--- config.mk ---
export PLATFORM = sky130hd
export DESIGN_NAME = lmsm_expander
export DESIGN_NICKNAME = d
export VERILOG_FILES = /design/src/rtl/lmsm_expander.sv
export SDC_FILE = /design/constraint.sdc
export NUM_CORES = 1
export LEC_CHECK = 0
export CAP_MARGIN = 20
export CORE_ASPECT_RATIO = 1.4
export CORE_MARGIN = 5
export CORE_UTILIZATION = 30
export CTS_BUF_LIST = sky130_fd_sc_hd__clkbuf_4 sky130_fd_sc_hd__clkbuf_8
export CTS_CLUSTER_SIZE = 12
export DETAILED_ROUTE_END_ITERATION = 8
export GPL_TIMING_DRIVEN = 0
export SYNTH_ARGS = -nofsm -noshare
export SYNTH_HDL_FRONTEND = slang
export SYNTH_SLANG_ARGS = --single-unit
--- constraint.sdc ---
create_clock -name clk -period 1.8 [get_ports clk]
set_input_delay 0.36 -clock clk [delete_from_list [all_inputs] [get_ports clk]]
set_output_delay 0.36 -clock clk [all_outputs]
set_load 0.03 [all_outputs]
--- src/rtl/lmsm_expander.sv ---
// lmsm_expander: turns LM/SM (load/store multiple) instruction words into a
// sequence of single LW/SW words so the downstream decoder never sees LM/SM.
// All other instructions pass through one registered stage unchanged.
// Valid/ready on both sides; while an expansion is running, fetch is stalled.

module lmsm_expander #(
    parameter int IW   = 16,   // instruction width, fixed by the ISA
    parameter int NREG = 8     // register count == LM/SM list width
) (
    input  logic            clk,
    input  logic            rst,
    input  logic [IW-1:0]   in_instr,
    input  logic            in_valid,
    output logic            in_ready,
    input  logic            flush,
    output logic [IW-1:0]   out_instr,
    output logic            out_valid,
    input  logic            out_ready,
    output logic            out_last,
    output logic            busy
);

    typedef enum logic [0:0] {
        ST_IDLE   = 1'b0,
        ST_EXPAND = 1'b1
    } state_t;

    localparam logic [3:0] OP_LM = 4'b1100;
    localparam logic [3:0] OP_SM = 4'b1101;
    localparam logic [3:0] OP_LW = 4'b0100;
    localparam logic [3:0] OP_SW = 4'b0101;

    // Index of the lowest set bit; the list is walked in ascending order.
    function automatic logic [2:0] lsb_index(input logic [NREG-1:0] list);
        logic [2:0] idx;
        idx = 3'd0;
        for (int i = NREG - 1; i >= 0; i--) begin
            if (list[i]) begin
                idx = 3'(i);
            end
        end
        return idx;
    endfunction

    // Remove the lowest set bit (classic x & (x-1)).
    function automatic logic [NREG-1:0] clear_lsb(input logic [NREG-1:0] list);
        return list & (list - {{(NREG-1){1'b0}}, 1'b1});
    endfunction

    // Build one LW/SW micro-op: {opcode, Ri, base, zero-extended k}.
    function automatic logic [IW-1:0] encode_uop(input logic       is_sm,
                                                 input logic [2:0] reg_idx,
                                                 input logic [2:0] base,
                                                 input logic [2:0] k);
        return {(is_sm ? OP_SW : OP_LW), reg_idx, base, 3'b000, k};
    endfunction

    // State and datapath registers
    state_t             r_state;
    logic [IW-1:0]      r_out_instr;
    logic               r_out_valid;
    logic               r_out_last;
    logic [NREG-1:0]    r_list;      // registers still to be emitted
    logic [2:0]         r_base;
    logic               r_is_sm;
    logic [2:0]         r_k;         // index of the next micro-op in the sequence

    // Next-state values
    state_t             w_state_n;
    logic [IW-1:0]      w_out_instr_n;
    logic               w_out_valid_n;
    logic               w_out_last_n;
    logic [NREG-1:0]    w_list_n;
    logic [2:0]         w_base_n;
    logic               w_is_sm_n;
    logic [2:0]         w_k_n;

    // Decode helpers
    logic               w_in_xfer;
    logic               w_out_xfer;
    logic               w_is_lmsm;
    logic               w_in_is_sm;
    logic [NREG-1:0]    w_in_list;
    logic [2:0]         w_in_base;
    logic [2:0]         w_in_lsb;
    logic [NREG-1:0]    w_in_rem;
    logic [2:0]         w_r_lsb;
    logic [NREG-1:0]    w_r_rem;

    assign w_in_list  = in_instr[NREG-1:0];
    assign w_in_base  = in_instr[11:9];
    assign w_in_is_sm = (in_instr[15:12] == OP_SM);
    assign w_is_lmsm  = (in_instr[15:12] == OP_LM) || (in_instr[15:12] == OP_SM);
    assign w_in_lsb   = lsb_index(w_in_list);
    assign w_in_rem   = clear_lsb(w_in_list);
    assign w_r_lsb    = lsb_index(r_list);
    assign w_r_rem    = clear_lsb(r_list);

    // Fetch is accepted only when idle and the output slot is free or draining.
    assign in_ready   = !rst && !flush && (r_state == ST_IDLE) &&
                        (!r_out_valid || out_ready);
    assign w_in_xfer  = in_valid && in_ready;
    assign w_out_xfer = r_out_valid && out_ready;

    assign out_instr  = r_out_instr;
    assign out_valid  = r_out_valid;
    assign out_last   = r_out_last;
    assign busy       = (r_state == ST_EXPAND);

    // Next-state and next-output logic; everything holds unless changed below.
    always_comb begin
        w_state_n     = r_state;
        w_out_instr_n = r_out_instr;
        w_out_valid_n = r_out_valid;
        w_out_last_n  = r_out_last;
        w_list_n      = r_list;
        w_base_n      = r_base;
        w_is_sm_n     = r_is_sm;
        w_k_n         = r_k;

        if (flush) begin
            w_out_valid_n = 1'b0;
            w_out_last_n  = 1'b0;
            w_state_n     = ST_IDLE;
            w_list_n      = {NREG{1'b0}};
            w_k_n         = 3'd0;
        end else begin
            case (r_state)
                ST_IDLE: begin
                    if (w_in_xfer) begin
                        if (w_is_lmsm) begin
                            if (w_in_list != {NREG{1'b0}}) begin
                                w_is_sm_n     = w_in_is_sm;
                                w_base_n      = w_in_base;
                                w_out_instr_n = encode_uop(w_in_is_sm, w_in_lsb,
                                                           w_in_base, 3'd0);
                                w_out_valid_n = 1'b1;
                                w_out_last_n  = (w_in_rem == {NREG{1'b0}});
                                w_list_n      = w_in_rem;
                                w_k_n         = 3'd1;
                                w_state_n     = ST_EXPAND;
                            end else begin
                                // Empty list: swallow the word, emit nothing.
                                w_out_valid_n = 1'b0;
                            end
                        end else begin
                            w_out_instr_n = in_instr;
                            w_out_valid_n = 1'b1;
                            w_out_last_n  = 1'b1;
                        end
                    end else if (out_ready) begin
                        w_out_valid_n = 1'b0;
                    end else begin
                        w_out_valid_n = r_out_valid;
                    end
                end
                ST_EXPAND: begin
                    if (w_out_xfer) begin
                        if (r_list != {NREG{1'b0}}) begin
                            w_out_instr_n = encode_uop(r_is_sm, w_r_lsb, r_base, r_k);
                            w_out_last_n  = (w_r_rem == {NREG{1'b0}});
                            w_list_n      = w_r_rem;
                            w_k_n         = r_k + 3'd1;
                        end else begin
                            // Final micro-op taken: one bubble before next fetch.
                            w_out_valid_n = 1'b0;
                            w_out_last_n  = 1'b0;
                            w_state_n     = ST_IDLE;
                        end
                    end else begin
                        w_state_n = ST_EXPAND;
                    end
                end
                default: begin
                    w_state_n     = ST_IDLE;
                    w_out_valid_n = 1'b0;
                    w_out_last_n  = 1'b0;
                    w_list_n      = {NREG{1'b0}};
                    w_k_n         = 3'd0;
                end
            endcase
        end
    end

    // State register with synchronous reset.
    always_ff @(posedge clk) begin
        if (rst) begin
            r_state     <= ST_IDLE;
            r_out_instr <= {IW{1'b0}};
            r_out_valid <= 1'b0;
            r_out_last  <= 1'b0;
            r_list      <= {NREG{1'b0}};
            r_base      <= 3'd0;
            r_is_sm     <= 1'b0;
            r_k         <= 3'd0;
        end else begin
            r_state     <= w_state_n;
            r_out_instr <= w_out_instr_n;
            r_out_valid <= w_out_valid_n;
            r_out_last  <= w_out_last_n;
            r_list      <= w_list_n;
            r_base      <= w_base_n;
            r_is_sm     <= w_is_sm_n;
            r_k         <= w_k_n;
        end
    end

endmodule
==> run_results.csv, run 1 <==
group,metric,value,unit
run_status,status,"finished with violations",
run_status,violations,"setup timing",
critical_path,rr_startpoint,"busy$_SDFF_PP0_",
sta,tightest_slew,0.524,ns
synthesis,synth_area,1900,sq um
power,power.density,616,nW/um^2
synthesis,synthDistinctLibCells,49,
min_path,hold_end,"out_instr[9]$_SDFFE_PP0P_",
critical_path,slowest_delay,0.59,ns
critical_path,cp.arrival,2.15,ns
clocking,cts_max_level,2,
synthesis,synth.largest_area_cell,"dfxtp_1",
sta,min_period,1.95,ns
die,die-area,8060,sq um
finish,multi_input_area,1290,sq um
place,dpl.cell_count,352,
critical_path,critPathLaunch,"flush",
critical_path,path_class,"in -> reg",
route,wirelength,6360,um
place,dp.final_hpwl,4510,um
synthesis,yosysWarnings,0,
die,core.rowCount,34,
power,power.leakage,0.00108,uW
route,firstDrtPassIters,4,
min_path,worstHoldPathCells,2,
power,vdd_drop_max,0.443,mV
clocking,cts.reportedPaths.clkPinSlew,0.07,ns
sta,rsz0062_at_grt,"yes",
place,post_dp_cell_area,2390,sq um
finish,num-nets-final,321,
sta,fin_skew,0.0128,ns
clocking,cts_tree,"yes",
min_path,worstHoldStart,"rst",
synthesis,synth-seq-area-share,34.7,%
route,avgRoutedWirePerCell,17.1,um
sta,slew_headroom,65.1,%
route,ant_nets,0,
synthesis,synth_fp_nets,265,
critical_path,critPathCaptureType,"register",
min_path,holdCritPathClass,"in -> reg",
sta,finalSetupViolCount,16,
die,ioPinCount,41,
global_route,grt_usage,15.6,%
finish,final-seq-area,666,sq um
clocking,cts_sinks,33,
finish,fillers,604,
critical_path,startpoint_type,"primary input",
route,num_vias,2092,
sta,period_share,108,%
route,drcViolationCount,0,
synthesis,synth_top_area_share,34.7,%
critical_path,worstPathCellList,"clkdlybuf4s15_1, or4b_4, a21oi_4, o211ai_4, or4b_1, a21oi_1",
critical_path,cpMaxStageDelayCell,"or4b_4",
sta,final.setup.worst_slack,-0.146,ns
sta,holdWs,0.392,ns
synthesis,synth_cells,243,
finish,area_delta_synth_final,47.5,%
synthesis,synth-seq-cells,33,
synthesis,syn_avg_cell_area,7.84,sq um
synthesis,synth-main-ff-cell,"dfxtp_1",
sta,finalHoldViolations,0,
clocking,clockRootBuffer,"clkbuf_8",
synthesis,synth-async-reset-ratio,0,%
sta,fmax,514,MHz
clocking,cts_hold_buffers,0,
synthesis,synth_area_leaders,"dfxtp_1 (35%), a21oi_1 (6.3%), mux2i_1 (6.3%)",
finish,layout-drive-gt1-share,22.7,%
flow_run,cap_violations,0,
place,gp_congestion,0.915,
finish,diodes,0,
critical_path,worstPathRequired,2.01,ns
die,die_w,77.3,um
global_route,grt_pass1_wl,10400,um
route,viasPerCell,5.62,
clocking,clock_latency,0.29,ns
finish,final_area,2810,sq um
die,initial_core_util,30.7,%
global_route,grt.overflow.total,0,
global_route,grt_pass1_vias,2149,
critical_path,reg2reg_slack,-0.15,ns
global_route,antenna_found_initial,0,
route,drt-initial-drc-count,143,
sta,finalMaxSlewViolations,0,
critical_path,ff2ff_path_depth,5,
critical_path,r2r_end,"out_instr[15]$_SDFFE_PP0P_",
finish,final_cell_mix,"dfxtp_1 (31), nand2_1 (30), a21oi_1 (22), clkdlybuf4s50_1 (22)",
finish,final_common_cell,"dfxtp_1",
critical_path,path_delay_family,"simple AND/OR/NAND/NOR gates",
global_route,grt_max_degree,11,
synthesis,synth_edf_count,0,
place,port_buffers,37,
critical_path,crit_fanout,5,
sta,tns,-0.825,ns
die,core_area,6210,sq um
clocking,cts_buffers,5,
critical_path,timing.critical_path.buf_inv,1,
die,die_h,104,um
finish,instances_no_fill,372,
clocking,clockBufferDepth,2,
[timing repair]
action                     CTS  global route
resized for setup           54            24
pin swaps                   15            12
setup endpoints to repair   35            33
setup buffers               14             4
cloned                       0             1
[kinds of logic (layout without fill, tap and decap cells)]
logic type,count (synthesis),in the layout,synth area share [%]
multiplexers,13,13,6.90
flip-flops,33,33,34.7
AND/OR/NAND/NOR,95,95,26.3
XOR/XNOR,1,1,0.460
AO/OA/AOI/OAI,75,75,25.5
buffers and inverters,24,81,4.93
adder cells (fa/ha/maj),2,2,1.18
[how the worst max path moves through the flow]
| stage | end | slack (ns) | cells after the start |
|---|---|---|---|
| finish | out_instr[15]$_SDFFE_PP0P_ | -0.15 | 6 |
| CTS | out_instr[5]$_SDFFE_PP0P_ | -0.20 | 5 |
| global placement | in_ready | -0.91 | 5 |
| floorplan | out_instr[15]$_SDFFE_PP0P_ | -0.04 | 5 |
| global route | out_instr[15]$_SDFFE_PP0P_ | -0.19 | 6 |
| detailed placement | in_ready | -0.91 | 5 |
[cell usage after synthesis, drive strengths merged, types with 2 or more instances]
master	number
dfxtp	33
a31oi	4
nor2b	3
inv	5
or4b	5
or2	2
a21oi	26
a211oi	5
o311ai	4
nor2	16
o41ai	3
nand3b	4
o31a	2
clkbuf	13
o211ai	5
nand4	2
mux2i	12
o21ai	15
buf	5
nor4	3
nand3	8
nor3	11
a21o	2
nand2	32
nor3b	2
o22ai	2
nand2b	3
[metal layers]
layer | part of all wire [%] | wire (um) | up-vias | GRT usage, %
li1 | - | - | 1007 | -
met1 | 40 | 2520 | 992 | 16.8
met2 | 53 | 3350 | 73 | 28.3
met3 | 4.0 | 254 | 20 | 2.69
met4 | 3.7 | 233 | 0 | 8.23
met5 | 0 | 0 | - | 0
[area by class of cell]
cell class	count	area share, %
Buffer	12	3.16
Clock buffer	7	3.21
Multi-Input combinational cell	186	46.0
Clock inverter	1	1.07
Tap cell	72	3.21
Inverter	6	0.935
Timing Repair Buffer	55	18.8
Sequential cell	33	23.7
[power by group]
part / internal (uW) / total [uW] / switching (uW)
logic: 102 / 240 / 138
registers: 739 / 747 / 7.89
clock network: 467 / 744 / 277
total: 1310 / 1730 / 423
[flip-flops by register name, indices dropped and copies added, names as in the netlist]
register,flops
busy,1
out_instr,16
out_last,1
out_valid,1
r_base,3
r_is_sm,1
r_k,3
r_list,7
[stage by stage]
stage | worst slack [ns] | utilization, % | power (uW)
2_1_floorplan | -0.0379 | - | 883
3_3_place_gp | -0.910 | 38.5 | 987
3_5_place_dp | -0.908 | 38.5 | 987
4_1_cts | -0.203 | 43.8 | 1740
5_1_grt | -0.194 | 45.2 | 1810
6_report | -0.146 | 45.2 | 1730
(Power assumes the default switching activity.)
==> inputs of run 2 (changes only) <==
GPL_ROUTABILITY_DRIVEN = 0   (was not set)
TNS_END_PERCENT = 30   (was not set)
==> run_results.csv, run 2 (synthesis results as in run 1) <==
group,metric,value,unit
critical_path,cpMaxStageDelayCell,"or4b_4",
sta,min_period,1.94,ns
sta,finalSetupViolCount,18,
min_path,worstHoldPathCells,2,
power,power.density,617,nW/um^2
route,firstDrtPassIters,5,
critical_path,crit_path_frequent_cell,"or4b_4",
finish,final_common_cell,"dfxtp_1",
power,switching_share,24.4,%
finish,layout-drive-gt1-share,22.1,%
sta,tightest_slew,0.509,ns
power,p_sw,423,uW
critical_path,startpoint_type,"primary input",
global_route,antenna_found_initial,0,
sta,fmax,517,MHz
route,avgRoutedWirePerCell,17.1,um
critical_path,worstPathCellList,"clkdlybuf4s15_1, or4b_4, a21oi_4, o211ai_4, or4b_4, a21oi_2",
critical_path,cp.arrival,2.15,ns
route,ant_nets,0,
critical_path,worstPathRequired,2.01,ns
power,power,1730,uW
finish,diodes,0,
place,dp_slack,-0.908,ns
min_path,worstHoldStart,"rst",
clocking,clockRootBuffer,"clkbuf_8",
critical_path,r2r_end,"out_instr[3]$_SDFFE_PP0P_",
die,initial_core_util,30.7,%
power,intPower,1310,uW
min_path,hold_end,"out_instr[9]$_SDFFE_PP0P_",
run_status,violations,"setup timing",
route,wirelength,6410,um
finish,final_cell_mix,"dfxtp_1 (32), nand2_1 (31), a21oi_1 (22), clkdlybuf4s50_1 (22), buf_4 (16)",
critical_path,ff2ff_path_depth,5,
sta,period_share,108,%
power,clockPowerShare,42.8,%
die,core.rowCount,34,
critical_path,critPathCaptureType,"register",
global_route,grt_pass1_vias,2120,
critical_path,slowest_delay,0.59,ns
clocking,cts_hold_buffers,0,
sta,final.setup.worst_slack,-0.135,ns
clocking,cts_max_level,2,
clocking,cts_sinks,33,
finish,instances_no_fill,375,
global_route,grt.overflow.total,0,
place,dpl.cell_count,352,
die,core_area,6210,sq um
critical_path,crit_fanout,8,
critical_path,reg2reg_slack,-0.13,ns
min_path,holdCritPathClass,"in -> reg",
clocking,clockBufferDepth,2,
die,die-area,8060,sq um
place,dp.final_hpwl,4510,um
sta,holdWs,0.390,ns
sta,tns,-1.14,ns
flow_run,cap_violations,0,
global_route,grt_max_degree,11,
sta,finalHoldViolations,0,
place,port_buffers,37,
clocking,cts_tree,"yes",
sta,rsz0062_at_grt,"yes",
finish,area_delta_synth_final,47.4,%
die,die_h,104,um
die,ioPinCount,41,
finish,num-nets-final,324,
route,num_vias,2147,
power,combPwrFrac,14.1,%
critical_path,path_class,"in -> reg",
route,viasPerCell,5.73,
route,drcViolationCount,0,
clocking,cts.reportedPaths.clkPinSlew,0.07,ns
die,die_w,77.3,um
sta,slew_headroom,65.9,%
global_route,grt_pass1_wl,10200,um
sta,fin_skew,0.0112,ns
clocking,clock_latency,0.29,ns
clocking,cts_buffers,5,
finish,largest_register_ffs,16,
power,seqPwrFrac,43.1,%
power,power.leakage,0.00111,uW
power,vdd_drop_max,0.447,mV
sta,finalMaxSlewViolations,0,
run_status,status,"finished with violations",
route,drt-initial-drc-count,132,
global_route,grt_usage,15.4,%
critical_path,rr_startpoint,"busy$_SDFF_PP0_",
-- run 2: routing by layer --
| layer | vias to the layer above | wire length [um] | global-route usage (%) |
|---|---|---|---|
| met5 | - | 0 | 0 |
| met4 | 0 | 225 | 8.23 |
| met3 | 21 | 323 | 2.95 |
| met2 | 94 | 3400 | 27.4 |
| met1 | 1017 | 2460 | 16.9 |
| li1 | 1015 | - | - |
-- run 2: area by class of cell --
cell class / instances / area [sq um]
inverter: 6 / 26.3
sequential: 33 / 664
fill: 612 / 3400
buffer: 12 / 80.1
multi-input combinational: 186 / 1280
timing repair buffer: 58 / 551
tap: 72 / 90.1
clock buffer: 7 / 90.1
clock inverter: 1 / 30.0
-- run 2: critical path, delay by kind of cell --
family | cells | cell delay [ns]
AO/OA/AOI/OAI | 3 | 0.45
buffers and inverters | 1 | 0.24
AND/OR/NAND/NOR | 2 | 1.10
-- run 2: what timing repair did --
item                       CTS  global route
buffers inserted            10             9
gates resized for setup     43            30
pin swaps                   13            11
setup endpoints to repair   35            31
cloned                       0             2
-- run 2: worst max path at each step --
| stage | endpoint | startpoint | slack (ns) | cells after the start |
|---|---|---|---|---|
| 2_1_floorplan | out_instr[15]$_SDFFE_PP0P_ | rst | -0.04 | 5 |
| 3_3_place_gp | in_ready | rst | -0.91 | 5 |
| 3_5_place_dp | in_ready | rst | -0.91 | 5 |
| 4_1_cts | out_instr[5]$_SDFFE_PP0P_ | busy$_SDFF_PP0_ | -0.21 | 5 |
| 5_1_grt | out_instr[15]$_SDFFE_PP0P_ | busy$_SDFF_PP0_ | -0.18 | 5 |
| 6_report | out_instr[3]$_SDFFE_PP0P_ | flush | -0.14 | 6 |
-- run 2: power by group through the flow --
stage | logic, uW | registers, uW | clock network, uW
final | 244 | 747 | 742
after global routing | 261 | 748 | 802
after CTS | 232 | 745 | 763
after detailed placement | 223 | 764 | 0
after global placement | 224 | 764 | 0
after floorplan | 101 | 781 | 0
-- run 2: through the flow --
| step | utilization, % | cell area [sq um] |
|---|---|---|
| after floorplan | - | 1930 |
| after global placement | 38.5 | 2390 |
| after detailed placement | 38.5 | 2390 |
| after CTS | 42.9 | 2660 |
| after global routing | 45.2 | 2810 |
| final | 45.2 | 2810 |
